===== src/rtl/id_ex_ctrl_pipe_reg.sv =====
// ID/EX pipeline register: carries the decoded control bundle, operands and
// register specifiers into execute, with hold (stall), bubble insertion
// (flush), a gated store enable and saturating bubble/stall debug counters.
module id_ex_ctrl_pipe_reg #(
    parameter int unsigned CTRL_W = 12,
    parameter int unsigned DATA_W = 32,
    parameter int unsigned REG_AW = 5,
    parameter int unsigned SW_BIT = 3,
    parameter int unsigned CNT_W  = 16
) (
    input  logic              clock,
    input  logic              reset_n,
    input  logic              id_valid,
    input  logic [CTRL_W-1:0] id_ctrl,
    input  logic [DATA_W-1:0] id_rs_data,
    input  logic [DATA_W-1:0] id_rt_data,
    input  logic [DATA_W-1:0] id_imm,
    input  logic [REG_AW-1:0] id_rs,
    input  logic [REG_AW-1:0] id_rt,
    input  logic [REG_AW-1:0] id_rd,
    input  logic              stall,
    input  logic              flush,
    input  logic              clr_counts,
    output logic              ex_valid,
    output logic [CTRL_W-1:0] ex_ctrl,
    output logic [DATA_W-1:0] ex_rs_data,
    output logic [DATA_W-1:0] ex_rt_data,
    output logic [DATA_W-1:0] ex_imm,
    output logic [REG_AW-1:0] ex_rs,
    output logic [REG_AW-1:0] ex_rt,
    output logic [REG_AW-1:0] ex_rd,
    output logic              ex_mem_write,
    output logic [CNT_W-1:0]  bubble_count,
    output logic [CNT_W-1:0]  stall_count
);

    localparam logic [CNT_W-1:0] CNT_MAX = {CNT_W{1'b1}};

    logic              valid_q,   valid_d;
    logic [CTRL_W-1:0] ctrl_q,    ctrl_d;
    logic [DATA_W-1:0] rs_data_q, rs_data_d;
    logic [DATA_W-1:0] rt_data_q, rt_data_d;
    logic [DATA_W-1:0] imm_q,     imm_d;
    logic [REG_AW-1:0] rs_q,      rs_d;
    logic [REG_AW-1:0] rt_q,      rt_d;
    logic [REG_AW-1:0] rd_q,      rd_d;
    logic [CNT_W-1:0]  bub_cnt_q, bub_cnt_d;
    logic [CNT_W-1:0]  stl_cnt_q, stl_cnt_d;

    logic bubble_evt;
    logic stall_evt;

    // Edge qualifiers: a bubble is captured on flush or on a load of an empty slot.
    assign bubble_evt = flush | (~stall & ~id_valid);
    assign stall_evt  = stall & ~flush;

    // Pipeline next state: flush beats stall beats load; flush leaves data fields alone.
    always_comb begin
        valid_d   = valid_q;
        ctrl_d    = ctrl_q;
        rs_data_d = rs_data_q;
        rt_data_d = rt_data_q;
        imm_d     = imm_q;
        rs_d      = rs_q;
        rt_d      = rt_q;
        rd_d      = rd_q;
        if (flush) begin
            valid_d = 1'b0;
            ctrl_d  = '0;
        end else if (!stall) begin
            valid_d   = id_valid;
            ctrl_d    = id_valid ? id_ctrl : '0;
            rs_data_d = id_rs_data;
            rt_data_d = id_rt_data;
            imm_d     = id_imm;
            rs_d      = id_rs;
            rt_d      = id_rt;
            rd_d      = id_rd;
        end
    end

    // Debug counters: clear wins over increment, increments stop at all-ones.
    always_comb begin
        bub_cnt_d = bub_cnt_q;
        stl_cnt_d = stl_cnt_q;
        if (clr_counts) begin
            bub_cnt_d = '0;
            stl_cnt_d = '0;
        end else begin
            if (bubble_evt && (bub_cnt_q != CNT_MAX)) begin
                bub_cnt_d = bub_cnt_q + CNT_W'(1);
            end
            if (stall_evt && (stl_cnt_q != CNT_MAX)) begin
                stl_cnt_d = stl_cnt_q + CNT_W'(1);
            end
        end
    end

    // State registers with asynchronous clear.
    always_ff @(posedge clock or negedge reset_n) begin
        if (!reset_n) begin
            valid_q   <= 1'b0;
            ctrl_q    <= '0;
            rs_data_q <= '0;
            rt_data_q <= '0;
            imm_q     <= '0;
            rs_q      <= '0;
            rt_q      <= '0;
            rd_q      <= '0;
            bub_cnt_q <= '0;
            stl_cnt_q <= '0;
        end else begin
            valid_q   <= valid_d;
            ctrl_q    <= ctrl_d;
            rs_data_q <= rs_data_d;
            rt_data_q <= rt_data_d;
            imm_q     <= imm_d;
            rs_q      <= rs_d;
            rt_q      <= rt_d;
            rd_q      <= rd_d;
            bub_cnt_q <= bub_cnt_d;
            stl_cnt_q <= stl_cnt_d;
        end
    end

    assign ex_valid     = valid_q;
    assign ex_ctrl      = ctrl_q;
    assign ex_rs_data   = rs_data_q;
    assign ex_rt_data   = rt_data_q;
    assign ex_imm       = imm_q;
    assign ex_rs        = rs_q;
    assign ex_rt        = rt_q;
    assign ex_rd        = rd_q;
    assign bubble_count = bub_cnt_q;
    assign stall_count  = stl_cnt_q;

    // Store enable decoded from registered state only; a bubble never stores.
    assign ex_mem_write = ctrl_q[SW_BIT] & valid_q;

endmodule

===== config.mk =====
export PLATFORM = sky130hd
export DESIGN_NAME = id_ex_ctrl_pipe_reg
export DESIGN_NICKNAME = d
export VERILOG_FILES = /design/src/rtl/id_ex_ctrl_pipe_reg.sv
export SDC_FILE = /design/constraint.sdc
export NUM_CORES = 1
export LEC_CHECK = 0
export CORE_MARGIN = 2
export CORE_UTILIZATION = 43
export DETAILED_ROUTE_END_ITERATION = 12
export PLACE_DENSITY = 0.81
export SLEW_MARGIN = 20
export SYNTH_ARGS = -nofsm -noshare
export SYNTH_HDL_FRONTEND = slang
export SYNTH_SLANG_ARGS = --single-unit

===== constraint.sdc =====
create_clock -name clock -period 1.95 [get_ports clock]
set_input_delay 0.195 -clock clock [delete_from_list [all_inputs] [get_ports clock]]
set_output_delay 0.195 -clock clock [all_outputs]
set_load 0.1 [all_outputs]

[After elaboration in Yosys (flattened, before gate mapping)]
Cells that the tools add are included.
Cells by class
  add/sub/neg operators: 2
  equal/unequal tests: 3
  muxes and demuxes: 9
  bitwise logic cells: 7
  reductions and logical operators: 5
Operators by type and width (number)
  16-bit two-way mux: 4
  12-bit two-way mux: 3
  16-bit by 1-bit adder with 16-bit output (second input constant): 2
  16-bit inequality test (second input constant): 2
  2-bit nonzero test: 2
  1-bit AND: 3
  1-bit inverter: 3
  1-bit logical AND: 2
  1-bit two-way mux: 2
  2-bit by 1-bit inequality test with 1-bit output (second input constant): 1
  2-bit AND reduction: 1
  1-bit bitwise OR: 1
Word-level totals
  bits in registers: 156
  output and inout bits: 157
  word-level logic and storage cells: 36

[Depth between registers and ports, before layout]
Gate-level depths: netlist (run 1).
  depth after elaboration: 6
  depth in mapped cells: 6

[Least setup slack after synthesis (run 1)]
Ideal clock, no wire load.
  path kind: register -> register
  start: register bub_cnt_q[0], in the netlist bubble_count[0]
  end: register bub_cnt_q[14], in the netlist bubble_count[14]
  library setup time: 125 ps
  arrival: 2210 ps
  data required time: 1825 ps
  setup slack: -385 ps
  cell stages (with the launch flop): 6
  period minus slack after synthesis: 2335 ps
  cell sequence: dfrtp_1 > ha_1 > and2_1 > nand4_4 > nor4b_2 > mux2_2
On the way
  word-level cells in the longest chain between the ends: 3
  elaborated cells between the ends (all ways): 6
  classes of those cells: add/sub: 1; eq/ne: 1; mux: 2; reduce/logical: 2
Ends and longest elaborated chain
  from (decl): line 47  | logic [CNT_W-1:0] bub_cnt_q, bub_cnt_d;
  from (signal assigned): line 121  | bub_cnt_q <= bub_cnt_d;
  16-bit by 1-bit adder with 16-bit output or 16-bit inequality test (tied branches): line 91, 90
  16-bit two-way mux or 1-bit logical AND (tied branches): line 90  | if (bubble_evt && (bub_cnt_q != CNT_MAX)) begin
  16-bit two-way mux or 2-bit nonzero test (tied branches)
Parallel ways exist; a longest one is shown, timed or not. The select of a mux whose other input is x is not followed.
A chain may end at the register's enable or synchronous reset.

[Worst setup path after layout (run 1)]
  start: register stl_cnt_q[1], in the netlist stall_count[1]
  end: register stl_cnt_q[0], in the netlist stall_count[0]
On the way
  word-level cells in the longest chain between the ends: 3
Ends and longest elaborated chain
  from (decl): line 48  | logic [CNT_W-1:0] stl_cnt_q, stl_cnt_d;
  from (signal assigned): line 122  | stl_cnt_q <= stl_cnt_d;
  16-bit inequality test: line 93  | if (stall_evt && (stl_cnt_q != CNT_MAX)) begin
  1-bit logical AND: line 93
  2-bit nonzero test (no line)
No other way between the ends.

==> results.toml, run 1 <==
[synth]
synth_edf_count = 0
synthesis.nets = 643
ys_warn_count = 0
ys_ff_latch = 156
netlist_area_um2 = 6640
seq_area_frac_synth_pct = 58.8
syn_avg_cell_area_um2 = 13.0
synth_ff_type = "dfrtp_1"
ys_types = 44
synthCells = 512
async_flop_share_pct = 100

[sta]
finalHoldViolCount = 0
finalMaxSlewViolations = 0
finalHoldWorstSlack_ns = 0.317
tightest_slew_ns = 0.551
setup_viol = 0
rsz0062_at_grt = "no"
skew_ns = 0.00729
final.period_utilization_pct = 94.2
period_minus_slack_ns = 1.84
slew_headroom_pct = 63.3
layout_setup_ws_ns = 0.114
timing.fmax_mhz = 545

[placed_design]
port-buffer-count = 285
hpwl_um = 14700
dpl_worst_slack_ns = -0.00857
globalplace.congestion = 0.815

[drt]
wl_met1_um = 7120
drcViolationCount = 0
dr.pass1.iters = 5
routed-wl-met2_um = 10100
vias = 5297
highest_layer = "met4"
viasPerCell = 5.22
drtIter0Drc = 201
ant_nets = 0
drt_wl_total_um = 19400
route.met3.wl_um = 1590
avgRoutedWirePerCell_um = 19.2

[floorplanning]
core_um2 = 15100
ios = 286
die_w_um = 128
std_cell_rows = 45
die_h_um = 128
start_util_pct = 43.8
dieArea_um2 = 16500

[clock_tree]
cts_sinks = 156
root_buffer = "clkbuf_16"
clk_pin_slew_ns = 0.06
clk_path_buf_depth = 2
h-tree-depth = 4
numCtsBuffers = 17
cts_tree = "done"
cts_setup_buffers = 0
worstSkewPairLatency_ns = 0.42

[cells_and_area]
antennaDiodeCount = 0
drive_gt1_share_pct = 47.1
syn_to_final_growth_pct = 53.5
n_fill_cell = 1072
fin_nets = 944

[setup_path]
crit_type = "flip-flop to flip-flop"
crit_arrival_ns = 2.13
endpoint_kind = "flip-flop"
cp_slowest_cell = "dfrtp_4"
cpPeakStageDelay_ns = 0.50
critPathBufInv = 0
cp_top_family = "flip-flops"
critical_path_required_ns = 2.25
crit_fanout = 11
start_kind = "flip-flop"
cp_cell_sequence = "ha_2, and4_1, and2_1, a21oi_2, mux2_2"

[global_route]
grt_max_degree = 56
first_global_vias = 5625
grt-ovfl-total = 0
grt.total_usage_pct = 23.8
antenna_found_initial = 0
grt_pass1_wl_um = 29700

[power]
p_total_mw = 11.5
swShare_pct = 41.6
cellPowerDensity_nw_per_um2 = 1130
peakVddDrop_mv = 0.842
p_int_mw = 6.73
p_leak_nw = 4.51
power_switching_mw = 4.80
pwr-share-clk_pct = 29.7
power.share.combinational_pct = 37.1
seq_power_share_pct = 33.2

[outcome]
status = "complete, no violations"

[flow_run]
cap_violations = 0

[min_path]
hp-class = "primary input to asynchronous set/reset pin"
## power groups by stage
stage,Clock [mW],Sequential (mW),Combinational (mW)
global route,3.63,3.87,4.39
CTS,3.50,3.83,4.30
floorplan,0,6.49,0.468
finish,3.43,3.82,4.27
detailed placement,0,3.86,4.29
global placement,0,3.85,4.25
## repair_timing
item | in CTS | in global routing
setup endpoints to repair | 0 | 2
gates resized for setup | 0 | 2
endpoints found under the hold margin | 51 | 0
hold buffers | 1 | 0
## final cells by class
type | instances | area [um^2] | area share [%]
Clock buffer | 19 | 453 | 4.44
Clock inverter | 13 | 163 | 1.60
Inverter | 4 | 15.0 | 0.147
Multi-Input combinational cell | 324 | 2620 | 25.7
Sequential cell | 156 | 3950 | 38.8
Tap cell | 188 | 235 | 2.31
Timing Repair Buffer | 310 | 2750 | 27.0
## synth_stat cells, types with 5 or more instances
cell type / instances / area (um^2)
or4_1: 5 / 37.5
dfrtp_1: 156 / 3900
a21oi_1: 34 / 170
nand4_1: 11 / 68.8
nor2b_1: 17 / 106
nand3_1: 9 / 45.0
nor2_1: 45 / 169
nand2_1: 22 / 82.6
mux2_2: 125 / 1410
buf_2: 15 / 75.1
clkbuf_1: 8 / 30.0
## cell usage in the layout, fill, tap and decap left out, drive strengths merged, types with 4 or more instances in the layout
| master | Yosys | routed |
|---|---|---|
| buf | 20 | 182 |
| dfrtp | 156 | 156 |
| clkdlybuf4s50 | 0 | 127 |
| mux2 | 127 | 127 |
| nor2 | 45 | 45 |
| a21oi | 34 | 34 |
| nand2 | 22 | 22 |
| clkbuf | 8 | 19 |
| nor2b | 17 | 17 |
| nand4 | 13 | 13 |
| nand3 | 10 | 10 |
| inv | 4 | 7 |
| or4 | 5 | 5 |
| and3 | 5 | 5 |
| and2 | 5 | 5 |
| o31ai | 4 | 4 |
| o21ai | 4 | 4 |
| nor3 | 4 | 4 |
| and4 | 4 | 4 |
| clkinv | 0 | 4 |
## through the flow
stage / setup TNS (ns) / util [%] / area [um^2] / instances
final: 0 / 67.3 / 10200 / 1014
after global routing: 0 / 67.3 / 10200 / 1014
after CTS: 0 / 67.2 / 10200 / 1014
after detailed placement: -0.00857 / 63.1 / 9560 / 981
after global placement: 0 / 63.1 / 9560 / 981
after floorplan: -0.0421 / - / 6710 / 512
## state kept, by name, summed over array words and instances (netlist names), 12 cells and up
signal / flops
ex_imm: 32
ex_rs_data: 32
ex_rt_data: 32
bubble_count: 16
stall_count: 16
ex_ctrl: 12
## metal layers
layer	global-route usage [%]	vias up
met4	10.4	0
met2	40.3	209
met3	8.89	42
met5	0	-
li1	-	2433
met1	27.0	2613
## cell families (layout without fill, tap and decap cells)
family	Yosys count	count (layout)	synth area share, %
AOI/OAI and AO/OA	55	55	5.12
buffers and inverters	32	346	2.26
muxes	129	129	21.8
DFF	156	156	58.8
adders and majority gates	2	2	0.377
and+or+nand+nor	138	138	11.6
## worst paths after layout
| check | from | endpoint | slack [ns] | cells past startpoint |
|---|---|---|---|---|
| worst max-delay path | stall_count[1]$_DFFE_PN0P_ | stall_count[0]$_DFFE_PN0P_ | 0.11 | 5 |
| worst min-delay path | reset_n | stall_count[6]$_DFFE_PN0P_ | 0.32 | 2 |
| worst max register to register | stall_count[1]$_DFFE_PN0P_ | stall_count[0]$_DFFE_PN0P_ | 0.11 | 5 |
| worst min register to register | ex_imm[31]$_DFFE_PN0P_ | ex_imm[31]$_DFFE_PN0P_ | 0.51 | 1 |
| max in group asynchronous | reset_n | ex_rt_data[12]$_DFFE_PN0P_ | 0.99 | 3 |
| min in group clock | id_imm[9] | ex_imm[9]$_DFFE_PN0P_ | 0.38 | 2 |
(Power assumes the default switching activity.)
==> inputs of run 2 (changes only) <==
--- a/config.mk
+++ b/config.mk
@@ -9,6 +9,8 @@
 export CORE_UTILIZATION = 43
 export DETAILED_ROUTE_END_ITERATION = 12
 export PLACE_DENSITY = 0.81
+export REMOVE_ABC_BUFFERS = 1
+export SKIP_LAST_GASP = 1
 export SLEW_MARGIN = 20
 export SYNTH_ARGS = -nofsm -noshare
 export SYNTH_HDL_FRONTEND = slang
==> constraint.sdc (replaced) <==
create_clock -name clock -period 1.95 [get_ports clock]
set_input_delay 0.195 -clock clock [delete_from_list [all_inputs] [get_ports clock]]
set_output_delay 0.195 -clock clock [all_outputs]
set_load 0.01 [all_outputs]
==> run 2 against run 1 <==
- cell area increased by 2.3%
- count of clock-buffer cells in the layout is 7 higher
- sequential cell count unchanged
- critical endpoint unchanged
- largest cell class unchanged
==> results.toml, run 2 (same netlist as run 1, synthesis figures left out) <==
[cells_and_area]
stdcell_count = 1016
final_cell_mix = "284 x clkdlybuf4s50_1, 156 x dfrtp_1, 125 x mux2_2, 44 x nor2_1, 34 x a21oi_1"
layout_commonest_cell = "clkdlybuf4s50_1"
design_area_um2 = 10400
syn_to_final_growth_pct = 57.0
fin_nets = 946
drive_gt1_share_pct = 23.3

[setup_path]
crit_type = "flip-flop to flip-flop"
worst_r2r_endpoint = "stall_count[0]$_DFFE_PN0P_"
cpPeakStageDelay_ns = 0.38
crit_fanout = 11
cp.depth = 5
crit_arrival_ns = 2.15
cp-startpoint = "stall_count[0]$_DFFE_PN0P_"
cp_cell_sequence = "ha_1, and4_1, and2_1, a21oi_1, mux2_2"
rr_worst_depth = 5
cp_top_family = "simple AND/OR/NAND/NOR gates"
endpoint_kind = "flip-flop"
crit_end = "stall_count[0]$_DFFE_PN0P_"
reg2reg_slack_ns = 0.1
start_kind = "flip-flop"
critPathBufInv = 0
cp_slowest_cell = "dfrtp_1"
critical_path_required_ns = 2.25
r2r-start = "stall_count[0]$_DFFE_PN0P_"

[floorplanning]
start_util_pct = 43.8
die_h_um = 128
die_w_um = 128
dieArea_um2 = 16500
std_cell_rows = 45
ios = 286
core_um2 = 15100

[power]
p_leak_nw = 4.34
cellPowerDensity_nw_per_um2 = 841
peakVddDrop_mv = 0.570

[drt]
drcViolationCount = 0
drt_wl_total_um = 19100
ant_nets = 0
viasPerCell = 5.34
vias = 5427
drtIter0Drc = 426
dr.pass1.iters = 6
avgRoutedWirePerCell_um = 18.8

[global_route]
grt_max_degree = 57
grt_pass1_wl_um = 29600
grtUsageMet2_pct = 40.4
met3_usage_pct = 10.6
first_global_vias = 5819
grt-ovfl-total = 0
grt.total_usage_pct = 23.5
top_usage_layer = "met2"
antenna_found_initial = 1
use_met1_pct = 25.4

[sta]
period_minus_slack_ns = 1.85
rsz0062_at_grt = "no"
skew_ns = 0.00872
tightest_slew_ns = 0.543
setup_viol = 0
finalHoldViolCount = 0
final.period_utilization_pct = 94.9
fin_tns_setup_ns = 0
slew_headroom_pct = 63.7
finalHoldWorstSlack_ns = 0.294
finalMaxSlewViolations = 0
timing.fmax_mhz = 540

[min_path]
hp-class = "primary input to asynchronous set/reset pin"

[clock_tree]
root_buffer = "clkbuf_16"
clk_pin_slew_ns = 0.06
h-tree-depth = 4
worstSkewPairLatency_ns = 0.42
cts_tree = "done"
clk_path_buf_depth = 2
postCtsResizedCells = 0
numCtsBuffers = 17
cts_sinks = 156

[placed_design]
placedCellCount = 983
placed_area_um2 = 9860
port-buffer-count = 285
hpwl_um = 13900
globalplace.congestion = 0.862

[flow_run]
cap_violations = 0

[outcome]
status = "complete, no violations"
## run 2: cell count changes in the layout (fill, tap and decap cells not counted), sizes merged
| cell | change |
|---|---|
| buf | -155 |
| bufinv | -3 |
| clkbuf | +7 |
| clkdlybuf4s50 | +157 |
| clkinv | -2 |
| diode | +1 |
| inv | -3 |
## run 2: worst min path at each step
stage,start,to,cells past startpoint
after floorplan,reset_n,bubble_count[0]$_DFFE_PN0P_,0
after global placement,reset_n,stall_count[10]$_DFFE_PN0P_,1
after detailed placement,reset_n,stall_count[8]$_DFFE_PN0P_,1
after CTS,reset_n,stall_count[15]$_DFFE_PN0P_,2
after global routing,reset_n,stall_count[15]$_DFFE_PN0P_,2
final,reset_n,ex_imm[18]$_DFFE_PN0P_,2
## run 2: what timing repair did
action | 4_1_cts | 5_1_grt
hold buffers | 1 | 0
buffers inserted | 0 | 0
hold endpoints to repair | 45 | 0
## run 2: report_power, final
part           internal [mW]  total (mW)  leakage, nW  switching, mW
Sequential              3.60        3.79         1.92          0.195
Clock                   1.82        3.11        0.264           1.29
Combinational           1.17        1.86         2.16          0.694
## run 2: area by class of cell
| class | instances | area [um^2] |
|---|---|---|
| multi-input combinational | 324 | 2590 |
| timing repair buffer | 312 | 3120 |
| fill | 1044 | 4720 |
| clock buffer | 26 | 519 |
| sequential | 156 | 3900 |
| antenna | 1 | 2.50 |
| clock inverter | 5 | 32.5 |
| tap | 188 | 235 |
| inverter | 4 | 15.0 |
## run 2: metal layers
metal	vias to the layer above	wire length, um
met4	0	489
li1	2426	-
met3	48	2130
met5	-	0
met2	285	9720
met1	2668	6730
## run 2: metrics by stage
stage / util [%] / setup slack [ns] / power [mW]
floorplan: - / -3.62 / 4.45
global placement: 65.1 / -0.00656 / 5.65
detailed placement: 65.1 / -0.0754 / 5.72
CTS: 68.8 / 0.0944 / 8.83
global route: 68.8 / 0.000255 / 9.13
finish: 68.8 / 0.0997 / 8.76
==> inputs of run 3 (changes only) <==
--- a/config.mk
+++ b/config.mk
@@ -5,10 +5,11 @@
 export SDC_FILE = /design/constraint.sdc
 export NUM_CORES = 1
 export LEC_CHECK = 0
-export CORE_MARGIN = 2
-export CORE_UTILIZATION = 43
+export CELL_PAD_IN_SITES_DETAIL_PLACEMENT = 1
+export CELL_PAD_IN_SITES_GLOBAL_PLACEMENT = 2
+export CORE_UTILIZATION = 26
 export DETAILED_ROUTE_END_ITERATION = 12
-export PLACE_DENSITY = 0.81
+export PLACE_DENSITY_LB_ADDON = 0.1
 export REMOVE_ABC_BUFFERS = 1
 export SKIP_LAST_GASP = 1
 export SLEW_MARGIN = 20
==> run 3 against run 2 <==
- setup slack gained 0.054 ns
- sequential share of layout area down 1.1 points
- critical path type unchanged
- first-iteration DRC count fell by 56%
- combinational power rose by 2%
- die area up 59%
- via count fell by 0.81%
- total power is 1.3% higher
- largest cell class unchanged
- utilization decreased by 26 points
- clock skew hardly changed
- register-to-register slack gained 0.05 ns
- wire length up 16%
- sequential power about the same
==> results.toml, run 3 (same netlist as run 1, synthesis figures left out) <==
[outcome]
status = "complete, no violations"

[sta]
fin_tns_setup_ns = 0
setup_viol = 0
period_minus_slack_ns = 1.80
final.period_utilization_pct = 92.1
slew_headroom_pct = 65.6
skew_ns = 0.00887
finalHoldViolCount = 0
finalHoldWorstSlack_ns = 0.289
tightest_slew_ns = 0.514
rsz0062_at_grt = "no"
timing.fmax_mhz = 557
layout_setup_ws_ns = 0.154
finalMaxSlewViolations = 0

[global_route]
grt-ovfl-total = 0
grt.total_usage_pct = 17.5
grt_pass1_wl_um = 34600
first_global_vias = 5983
grt_max_degree = 51
antenna_found_initial = 2

[placed_design]
globalplace.congestion = 0.749
placedCellCount = 1140
port-buffer-count = 285
dpl_worst_slack_ns = 0.00855
hpwl_um = 16800

[floorplanning]
start_util_pct = 26.5
die_w_um = 162
die_h_um = 162
dieArea_um2 = 26200
core_um2 = 25100
std_cell_rows = 58
ios = 286

[cells_and_area]
fin_nets = 961
final_util_pct = 42.8
final_cell_mix = "284 x clkdlybuf4s50_1, 156 x dfrtp_1, 125 x mux2_2, 44 x nor2_1, 34 x a21oi_1"
syn_to_final_growth_pct = 61.9
stdcell_count = 1174
drive_gt1_share_pct = 25.0
layout_commonest_cell = "clkdlybuf4s50_1"

[clock_tree]
clk_pin_slew_ns = 0.07
postCtsResizedCells = 0
worstSkewPairLatency_ns = 0.42
clk_path_buf_depth = 2
cts_tree = "done"
root_buffer = "clkbuf_16"
numCtsBuffers = 17
h-tree-depth = 4
cts_sinks = 156

[flow_run]
cap_violations = 0

[drt]
drcViolationCount = 0
drt_wl_total_um = 22100
viasPerCell = 4.59
vias = 5383
drtIter0Drc = 188
ant_nets = 0
avgRoutedWirePerCell_um = 18.8
dr.pass1.iters = 4

[setup_path]
start_kind = "flip-flop"
critical_path_required_ns = 2.27
crit_fanout = 6
endpoint_kind = "flip-flop"
crit_type = "flip-flop to flip-flop"
crit_arrival_ns = 2.11
reg2reg_slack_ns = 0.15

[power]
pwr-share-clk_pct = 35.8
seq_power_share_pct = 42.8
peakVddDrop_mv = 0.429
power_switching_mw = 2.42
cellPowerDensity_nw_per_um2 = 826
power.share.combinational_pct = 21.4
swShare_pct = 27.2
p_leak_nw = 4.44
p_int_mw = 6.46

[min_path]
hp-class = "primary input to asynchronous set/reset pin"
-- run 3: changes by cell type in the layout (fill, tap and decap cells not counted), sizes merged --
cell	previous run	this run
buf	27	42
inv	4	13
clkbuf	26	18
clkinv	2	3
clkinvlp	3	2
-- run 3: per-stage QoR --
stage	power (mW)	area (um^2)
floorplan	4.45	6510
global placement	5.74	10200
detailed placement	5.78	10200
CTS	9.05	10800
global route	9.32	10800
finish	8.88	10800
-- run 3: cell type report --
type / instances / area, um^2
Sequential cell: 156 / 3900
Inverter: 4 / 15.0
Multi-Input combinational cell: 324 / 2590
Clock inverter: 14 / 124
Clock buffer: 18 / 429
Antenna cell: 1 / 2.50
Fill cell: 2672 / 14400
Timing Repair Buffer: 327 / 3270
Tap cell: 330 / 413
-- run 3: worst max-delay path: stages, from the launching register on --
cell	delay, ns
dfrtp_1	0.44
and4_4	0.23
and2_0	0.27
a211oi_1	0.38
mux2_2	0.37
-- run 3: power groups by stage --
stage	Combinational (mW)	Clock, mW	Sequential, mW
global route	2.04	3.43	3.85
floorplan	0.448	0	4.00
global placement	1.90	0	3.83
finish	1.90	3.18	3.80
detailed placement	1.93	0	3.86
CTS	1.94	3.30	3.81
-- run 3: path summary, 6_finish.rpt --
| kind | from | end | depth (start not counted) |
|---|---|---|---|
| worst max-delay path | bubble_count[4]$_DFFE_PN0P_ | bubble_count[4]$_DFFE_PN0P_ | 4 |
| worst min-delay path | reset_n | bubble_count[15]$_DFFE_PN0P_ | 2 |
| worst min register to register | ex_rt_data[31]$_DFFE_PN0P_ | ex_rt_data[31]$_DFFE_PN0P_ | 1 |
| min in group clock | id_imm[29] | ex_imm[29]$_DFFE_PN0P_ | 2 |
| worst max register to register | bubble_count[4]$_DFFE_PN0P_ | bubble_count[4]$_DFFE_PN0P_ | 4 |
| max in group asynchronous | reset_n | ex_rt_data[8]$_DFFE_PN0P_ | 3 |
-- run 3: layer usage --
metal / GRT usage (%) / routed length, um
met4: 6.00 / 410
met3: 7.38 / 2040
met5: 0 / 13
met1: 20.1 / 8670
met2: 29.1 / 10900
-- run 3: repair_timing --
| item | CTS | global route |
|---|---|---|
| hold endpoints to repair | 46 | 0 |
| buffers inserted | 0 | 0 |
| hold buffers | 1 | 0 |
